<file path="config.mk">
export PLATFORM = sky130hd
export DESIGN_NAME = mem_port_arbiter
export DESIGN_NICKNAME = d
export VERILOG_FILES = /design/src/rtl/mem_port_arbiter.sv
export SDC_FILE = /design/constraint.sdc
export NUM_CORES = 1
export LEC_CHECK = 0
export CAP_MARGIN = 20
export CORE_ASPECT_RATIO = 0.8
export CORE_MARGIN = 2
export CORE_UTILIZATION = 30
export DETAILED_ROUTE_END_ITERATION = 12
export MAX_ROUTING_LAYER = met4
export PLACE_DENSITY = 0.72
export SLEW_MARGIN = 20
export SYNTH_ARGS = -nofsm -noshare
export SYNTH_HDL_FRONTEND = slang
export SYNTH_SLANG_ARGS = --single-unit
</file>
<file path="constraint.sdc">
create_clock -name clk -period 3.5 [get_ports clk]
set_clock_uncertainty 0.2 [all_clocks]
set_input_delay 0.35 -clock clk [delete_from_list [all_inputs] [get_ports clk]]
set_output_delay 0.35 -clock clk [all_outputs]
set_load 0.02 [all_outputs]
</file>
<file path="src/rtl/mem_port_arbiter.sv">
// mem_port_arbiter
// Two-requester arbiter in front of a single shared memory port.
// Requester 0 is the CPU, requester 1 is the loader/DMA engine.
//
// FSM: IDLE -> ACC -> (RESP on read) -> IDLE
//   IDLE : sample req0/req1, pick a winner, latch its access.
//   ACC  : the access is on the memory port for exactly one cycle;
//          gnt of the owner is high in this cycle.
//   RESP : mem_rdata is valid; rvalid of the owner is high.
//
// Handshake: req is a level. A request is accepted only when it is
// sampled in IDLE; req/we/addr/wdata must stay stable until gnt is
// seen, and req must drop in the cycle after gnt unless another access
// is wanted (a req still high in the next IDLE is a new request).
// gnt marks the cycle the access is issued; rvalid marks the single
// cycle read data is on rdata. Requests raised in ACC or RESP wait.
//
// Optional feature: define ARB_ROUND_ROBIN_EN to alternate between the
// requesters on simultaneous requests (the one that is not last_owner
// wins). Without it, requester 0 always wins a tie.
//
// dbg_state_o exposes the FSM state for observation.

module mem_port_arbiter (
  input  logic        clk,
  input  logic        reset,
  input  logic        req0,
  input  logic        req1,
  input  logic        we0,
  input  logic        we1,
  input  logic [31:0] addr0,
  input  logic [31:0] addr1,
  input  logic [31:0] wdata0,
  input  logic [31:0] wdata1,
  output logic        gnt0,
  output logic        gnt1,
  output logic        rvalid0,
  output logic        rvalid1,
  output logic [31:0] rdata,
  output logic [31:0] mem_addr,
  output logic [31:0] mem_wdata,
  output logic        mem_rd,
  output logic        mem_wr,
  input  logic [31:0] mem_rdata,
  output logic        busy,
  output logic [1:0]  dbg_state_o
);

  localparam logic [1:0] IDLE = 2'b00;
  localparam logic [1:0] ACC  = 2'b01;
  localparam logic [1:0] RESP = 2'b10;

  logic [1:0]  state_q, state_d;
  logic        owner_q, owner_d;
  logic [31:0] mem_addr_q, mem_addr_d;
  logic [31:0] mem_wdata_q, mem_wdata_d;
  logic        mem_rd_q, mem_rd_d;
  logic        mem_wr_q, mem_wr_d;

  // Arbitration result for the current IDLE sample.
  logic        any_req;
  logic        start;
  logic        win_owner;
  logic        win_we;
  logic [31:0] win_addr;
  logic [31:0] win_wdata;

`ifdef ARB_ROUND_ROBIN_EN
  logic last_owner_q, last_owner_d;

  // Tie goes to whoever did not win last time; a lone request always wins.
  always_comb begin
    if (req0 && req1) begin
      win_owner = ~last_owner_q;
    end else begin
      win_owner = req1;
    end
  end

  // last_owner follows every accepted access.
  always_comb begin
    last_owner_d = last_owner_q;
    if (start) begin
      last_owner_d = win_owner;
    end
  end

  // last_owner starts at 1 so the first tie after reset goes to requester 0.
  always_ff @(posedge clk or posedge reset) begin
    if (reset) begin
      last_owner_q <= 1'b1;
    end else begin
      last_owner_q <= last_owner_d;
    end
  end
`else
  // Fixed priority: requester 1 wins only when requester 0 is silent.
  always_comb begin
    win_owner = ~req0;
  end
`endif

  // Mux the winning requester's access fields.
  always_comb begin
    any_req   = req0 | req1;
    start     = (state_q == IDLE) && any_req;
    win_we    = win_owner ? we1    : we0;
    win_addr  = win_owner ? addr1  : addr0;
    win_wdata = win_owner ? wdata1 : wdata0;
  end

  // Next-state logic for the IDLE/ACC/RESP sequence.
  always_comb begin
    state_d = state_q;
    case (state_q)
      IDLE: begin
        if (any_req) begin
          state_d = ACC;
        end
      end
      ACC: begin
        // mem_wr_q still holds the latched direction of this access.
        if (mem_wr_q) begin
          state_d = IDLE;
        end else begin
          state_d = RESP;
        end
      end
      RESP: begin
        state_d = IDLE;
      end
      default: begin
        state_d = IDLE;
      end
    endcase
  end

  // Access latch: loaded only on IDLE->ACC so the port holds its last
  // address/data afterwards; strobes are high only for the ACC cycle.
  always_comb begin
    owner_d     = owner_q;
    mem_addr_d  = mem_addr_q;
    mem_wdata_d = mem_wdata_q;
    mem_rd_d    = 1'b0;
    mem_wr_d    = 1'b0;
    if (start) begin
      owner_d     = win_owner;
      mem_addr_d  = win_addr;
      mem_wdata_d = win_wdata;
      mem_rd_d    = ~win_we;
      mem_wr_d    = win_we;
    end
  end

  // FSM state and owner registers.
  always_ff @(posedge clk or posedge reset) begin
    if (reset) begin
      state_q <= IDLE;
      owner_q <= 1'b0;
    end else begin
      state_q <= state_d;
      owner_q <= owner_d;
    end
  end

  // Registered memory port.
  always_ff @(posedge clk or posedge reset) begin
    if (reset) begin
      mem_addr_q  <= 32'h0;
      mem_wdata_q <= 32'h0;
      mem_rd_q    <= 1'b0;
      mem_wr_q    <= 1'b0;
    end else begin
      mem_addr_q  <= mem_addr_d;
      mem_wdata_q <= mem_wdata_d;
      mem_rd_q    <= mem_rd_d;
      mem_wr_q    <= mem_wr_d;
    end
  end

  // Status outputs decoded from registered state only.
  always_comb begin
    gnt0        = (state_q == ACC)  && !owner_q;
    gnt1        = (state_q == ACC)  &&  owner_q;
    rvalid0     = (state_q == RESP) && !owner_q;
    rvalid1     = (state_q == RESP) &&  owner_q;
    busy        = (state_q != IDLE);
    rdata       = mem_rdata;
    mem_addr    = mem_addr_q;
    mem_wdata   = mem_wdata_q;
    mem_rd      = mem_rd_q;
    mem_wr      = mem_wr_q;
    dbg_state_o = state_q;
  end

endmodule

</file>
==> results of run 1 <==
-- per-layer routing --
layer	track usage [%]	wire, µm
met2	22.8	4260
met1	15.2	3540
met4	5.07	140
met5	-	0
met3	4.78	809
-- worst min path at each step --
stage | from | end | slack, ns | cells after the start
after floorplan | req1 | owner_q$_DFFE_PP0P_ | 0.33 | 2
after global placement | mem_wr$_DFF_PP0_ | dbg_state_o[1]$_DFFE_PP0P_ | 0.22 | 1
after detailed placement | mem_wr$_DFF_PP0_ | dbg_state_o[1]$_DFFE_PP0P_ | 0.23 | 1
after CTS | mem_wr$_DFF_PP0_ | dbg_state_o[1]$_DFFE_PP0P_ | 0.24 | 1
after global routing | mem_wr$_DFF_PP0_ | dbg_state_o[1]$_DFFE_PP0P_ | 0.25 | 1
final | mem_wr$_DFF_PP0_ | dbg_state_o[1]$_DFFE_PP0P_ | 0.23 | 1
-- stage by stage --
step | util [%] | setup WS (ns) | std cells | instance area (µm²)
6_report | 48.7 | 1.27 | 588 | 5900
5_1_grt | 48.7 | 1.22 | 588 | 5900
4_1_cts | 48.7 | 1.25 | 588 | 5900
3_5_place_dp | 46.5 | 1.31 | 574 | 5640
3_3_place_gp | 46.5 | 1.36 | 574 | 5640
2_1_floorplan | - | 1.21 | 259 | 3700
-- cells in the final DEF, fill, tap and decap left out, types with 3 or more instances in the layout --
cell type	instances
clkdlybuf4s50_1	205
dfrtp_1	69
clkbuf_16	9
nor2_1	3
mux2_2	68
mux2_1	40
mux2_4	20
-- cell families (layout without fill, tap and decap cells) --
kind of cell,after synthesis,after routing,synth area share (%)
multiplexers,129,129,41.2
flip-flops,69,69,46.7
buffers and inverters,49,226,10.2
AND/OR/NAND/NOR,9,9,1.39
AO/OA/AOI/OAI,3,3,0.507
-- state kept, by name (all words and copies together) (netlist names) --
signal / cells
mem_addr: 32
mem_wdata: 32
dbg_state_o: 2
mem_rd: 1
mem_wr: 1
owner_q: 1
-- cell type report --
cell class              count  area [µm²]
flip-flops and latches     69        1730
inverters                   3        11.3
well taps                 152         190
fillers                  1078        6210
repair buffers            209        2100
multi-input cells         141        1600
clock buffers              12         256
clock inverters             2        10.0
-- critical path, cell delays in order, from the launching register on --
cell and delay, ns:
dfrtp_1 0.42, nand2b_1 0.19, nor2_1 0.12, clkdlybuf4s50_1 0.62
-- power by group through the flow --
stage | combinational [mW] | sequential (mW) | clock [mW]
after floorplan | 1.01 | 1.92 | 0
after detailed placement | 2.60 | 1.45 | 0
final | 2.56 | 1.43 | 0.817
after global routing | 2.70 | 1.49 | 0.884
after global placement | 2.57 | 1.43 | 0
after CTS | 2.61 | 1.44 | 0.848
==> results.sh, run 1 <==
export IMPL_status="complete, no violations"
export IMPL_critical_path_class="reg -> out"
export IMPL_power_frac_comb_pct=53.2
export IMPL_syn_nets=425
export IMPL_r2r_worst_path_cells=4
export IMPL_p_sw_mw=1.64
export IMPL_area_growth_pct=59.5
export IMPL_synth_ff_type="dfrtp_1"
export IMPL_fin_nets=599
export IMPL_min_period_ns=2.23
export IMPL_r2r_start="dbg_state_o[1]$_DFFE_PP0P_"
export IMPL_synth_area_leaders="dfrtp_1 (47%), mux2_2 (21%), mux2_1 (12%)"
export IMPL_ys_warn_count=0
export IMPL_power_density_nw_per_um2=815
export IMPL_synth_area_leader_cell="dfrtp_1"
export IMPL_syn_instance_count=259
export IMPL_viasPerCell=4.45
export IMPL_cap_violations=0
export IMPL_p_clk_share_pct=17.0
export IMPL_ys_seq_area_share_pct=46.7
export IMPL_p_leak_nw=2.40
export IMPL_synth_top_cell_area_share_pct=46.7
export IMPL_p_int_mw=3.17
export IMPL_gp_congestion=0.695
export IMPL_cp_endpoint="gnt1"
export IMPL_cp_arrival_ns=1.68
export IMPL_finalSetupViolations=0
export IMPL_overflow=0
export IMPL_dr_first_iter_drc_count=40
export IMPL_fp_dieW_um=128
export IMPL_start_util_pct=30.5
export IMPL_clock_sinks=69
export IMPL_synth_area_per_cell_um2=14.3
export IMPL_synth_edf_count=0
export IMPL_synthTopCellsByCount="dfrtp_1 (69), mux2_2 (68), mux2_1 (40)"
export IMPL_p_seq_share_pct=29.8
export IMPL_p_total_mw=4.81
export IMPL_clkTransAtPathRegs_ns=0.05
export IMPL_ios=271
export IMPL_worstPathRequired_ns=2.95
export IMPL_hold_violations=0
export IMPL_vias=2616
export IMPL_rows=36
export IMPL_slew_violations=0
export IMPL_yosysUniqueCellTypes=17
export IMPL_drtAntennaViolNets=0
export IMPL_dr_pass1_iters=2
export IMPL_core_um2=12100
export IMPL_wl_um=8750
export IMPL_cts_resized=0
export IMPL_wl_per_cell_um=14.9
export IMPL_postCtsHoldBufs=0
export IMPL_die_y_um=103
export IMPL_cts_setup_buffers=0
export IMPL_start_kind="flop"
export IMPL_netSwitchingFraction_pct=34.1
export IMPL_worst_pin_slew_ns=0.861
export IMPL_regToRegEndpoint="mem_addr[16]$_DFFE_PP0P_"
export IMPL_max_freq_ghz=0.449
export IMPL_drive_above_1_share_pct=24.8
export IMPL_cts_buffer_depth=2
export IMPL_grt_pass1_vias=2737
export IMPL_cts_tree="yes"
export IMPL_die_area_um2=13200
export IMPL_reg2reg_slack_ns=1.63
export IMPL_cts_buffers=9
export IMPL_path_max_fanout=5
export IMPL_htreeDepth=3
export IMPL_synth_seq_cells=69
export IMPL_hold_path_class="reg -> reg"
export IMPL_async_flop_share_pct=100
export IMPL_grt_antenna_before_repair=0
export IMPL_root_buffer="clkbuf_16"
export IMPL_port_buffers=206
export IMPL_timing_hold_ws_ns=0.230
export IMPL_critPathCaptureType="output port"
export IMPL_num_antenna_cells=0
export IMPL_drc=0
export IMPL_grt_max_degree=70
export IMPL_yosysMostFrequentCell="dfrtp_1"
export IMPL_peakVddDrop_mv=0.476
export IMPL_rsz0062_at_grt="no"
export IMPL_period_share_pct=63.6
export IMPL_gr_usage_all_layers_pct=13.6
export IMPL_startpoint="dbg_state_o[1]$_DFFE_PP0P_"
export IMPL_dp_hpwl_um=6560
export IMPL_max_slew_margin_pct=42.6
export IMPL_clkLatencyLatePin_ns=0.32
export IMPL_setup_tns_final_ns=0
export IMPL_netlist_area_um2=3700
export IMPL_grt_first_pass_wirelength_um=13400
Power figures use the tool's default switching activity.
==> run 2: changes to the inputs <==
==> constraint.sdc (replaced) <==
create_clock -name clk -period 2.2 [get_ports clk]
set_clock_uncertainty 0.2 [all_clocks]
set_input_delay 0.22 -clock clk [delete_from_list [all_inputs] [get_ports clk]]
set_output_delay 0.22 -clock clk [all_outputs]
set_load 0.02 [all_outputs]
==> run 2 against run 1 <==
Net effect:
- total power increased by 60%
- sequential cell count stayed put
- combinational power up 61%
- core utilization grew 0.43 points
- wire length decreased by 2.1%
- final cell count rose by 0.34%
- die area is the same
- sequential power increased by 59%
- critical path depth is the same
- worst hold slack worse by 0.18 ns
==> results.sh, run 2 (synthesis gave the netlist of run 1 again) <==
export IMPL_max_freq_ghz=0.474
export IMPL_drive_above_1_share_pct=25.1
export IMPL_finalSetupViolations=0
export IMPL_rsz0062_at_grt="no"
export IMPL_gr_usage_all_layers_pct=13.4
export IMPL_dr_first_iter_drc_count=44
export IMPL_die_y_um=103
export IMPL_min_period_ns=2.11
export IMPL_port_buffers=206
export IMPL_grt_max_degree=70
export IMPL_layout_commonest_cell="clkdlybuf4s50_1"
export IMPL_start_kind="flop"
export IMPL_cts_setup_buffers=0
export IMPL_fill_cells=1067
export IMPL_gp_congestion=0.687
export IMPL_dp_cells=576
export IMPL_clkLatencyLatePin_ns=0.32
export IMPL_final_area_um2=5950
export IMPL_critPathCaptureType="output port"
export IMPL_area_growth_pct=60.9
export IMPL_setup_ws_ns=0.0887
export IMPL_core_um2=12100
export IMPL_hold_violations=0
export IMPL_hold_path_class="in -> async"
export IMPL_p_total_mw=7.69
export IMPL_place_area_um2=5690
export IMPL_cp_arrival_ns=1.69
export IMPL_p_seq_share_pct=29.6
export IMPL_setup_tns_final_ns=0
export IMPL_worstPathRequired_ns=1.78
export IMPL_final_cell_mix="clkdlybuf4s50_1 (205), dfrtp_1 (69), mux2_2 (68)"
export IMPL_clock_sinks=69
export IMPL_htreeDepth=3
export IMPL_vias=2644
export IMPL_final_core_util_pct=49.1
export IMPL_fin_nets=601
export IMPL_dr_pass1_iters=3
export IMPL_p_leak_nw=2.42
export IMPL_p_int_mw=5.08
export IMPL_root_buffer="clkbuf_16"
export IMPL_period_share_pct=96.0
export IMPL_clkTransAtPathRegs_ns=0.05
export IMPL_power_density_nw_per_um2=1290
export IMPL_grt_antenna_before_repair=0
export IMPL_cap_violations=0
export IMPL_path_max_fanout=5
export IMPL_place_ws_ns=0.371
export IMPL_cts_tree="yes"
export IMPL_p_clk_share_pct=16.8
export IMPL_critical_path_class="reg -> out"
export IMPL_die_area_um2=13200
export IMPL_register_area_um2=1730
export IMPL_rows=36
export IMPL_viasPerCell=4.48
export IMPL_ios=271
export IMPL_netSwitchingFraction_pct=33.9
export IMPL_wl_per_cell_um=14.5
export IMPL_start_util_pct=30.5
export IMPL_drc=0
export IMPL_cts_resized=0
export IMPL_slew_violations=0
export IMPL_max_slew_margin_pct=74.3
export IMPL_dp_hpwl_um=6590
export IMPL_num_antenna_cells=0
export IMPL_postCtsHoldBufs=0
export IMPL_final_cells=590
export IMPL_cts_buffers=9
export IMPL_wl_um=8570
export IMPL_multi_input_area_um2=1600
export IMPL_status="complete, no violations"
export IMPL_grt_first_pass_wirelength_um=13300
export IMPL_cts_buffer_depth=2
export IMPL_p_sw_mw=2.61
export IMPL_peakVddDrop_mv=0.666
export IMPL_worst_pin_slew_ns=0.385
export IMPL_drtAntennaViolNets=0
export IMPL_grt_pass1_vias=2758
export IMPL_timing_hold_ws_ns=0.0540
export IMPL_overflow=0
export IMPL_fp_dieW_um=128
export IMPL_power_frac_comb_pct=53.6
[run 2: changes by cell type in the layout (fill, tap and decap cells not counted), sizes merged]
cell,before,now
buf,4,6
[run 2: final timing paths]
check	start	end	slack (ns)	cells after the start
min in group clk	req0	owner_q$_DFFE_PP0P_	0.22	3
min reg2reg	mem_wr$_DFF_PP0_	dbg_state_o[1]$_DFFE_PP0P_	0.24	1
max reg2reg	dbg_state_o[1]$_DFFE_PP0P_	mem_wdata[6]$_DFFE_PP0P_	0.43	4
max	dbg_state_o[1]$_DFFE_PP0P_	gnt1	0.09	3
min	reset	mem_wdata[2]$_DFFE_PP0P_	0.05	3
max in group asynchronous	reset	mem_addr[12]$_DFFE_PP0P_	1.40	3
[run 2: layer usage]
layer | wire (µm) | GRT usage, % | vias to the layer above
met1 | 3500 | 15.2 | 1263
met2 | 4080 | 21.8 | 139
met4 | 176 | 5.41 | 0
li1 | - | - | 1225
met5 | 0 | - | -
met3 | 818 | 5.09 | 17
[run 2: layout make-up]
type / instances / share of cell area (%)
timing repair buffer: 211 / 36.2
sequential: 69 / 29.0
multi-input combinational: 141 / 26.9
clock buffer: 12 / 4.31
tap: 152 / 3.19
inverter: 3 / 0.189
clock inverter: 2 / 0.168
[run 2: critical path, stage by stage, from the launching register on]
cell and delay, ns:
dfrtp_1 0.42, nand2b_1 0.20, nor2_1 0.12, clkdlybuf4s50_1 0.62
[run 2: power groups by stage]
stage | clock (mW) | combinational, mW | sequential (mW)
6_report | 1.29 | 4.12 | 2.28
5_1_grt | 1.41 | 4.35 | 2.38
4_1_cts | 1.34 | 4.19 | 2.29
3_5_place_dp | 0 | 4.18 | 2.30
3_3_place_gp | 0 | 4.14 | 2.28
2_1_floorplan | 0 | 1.60 | 3.05
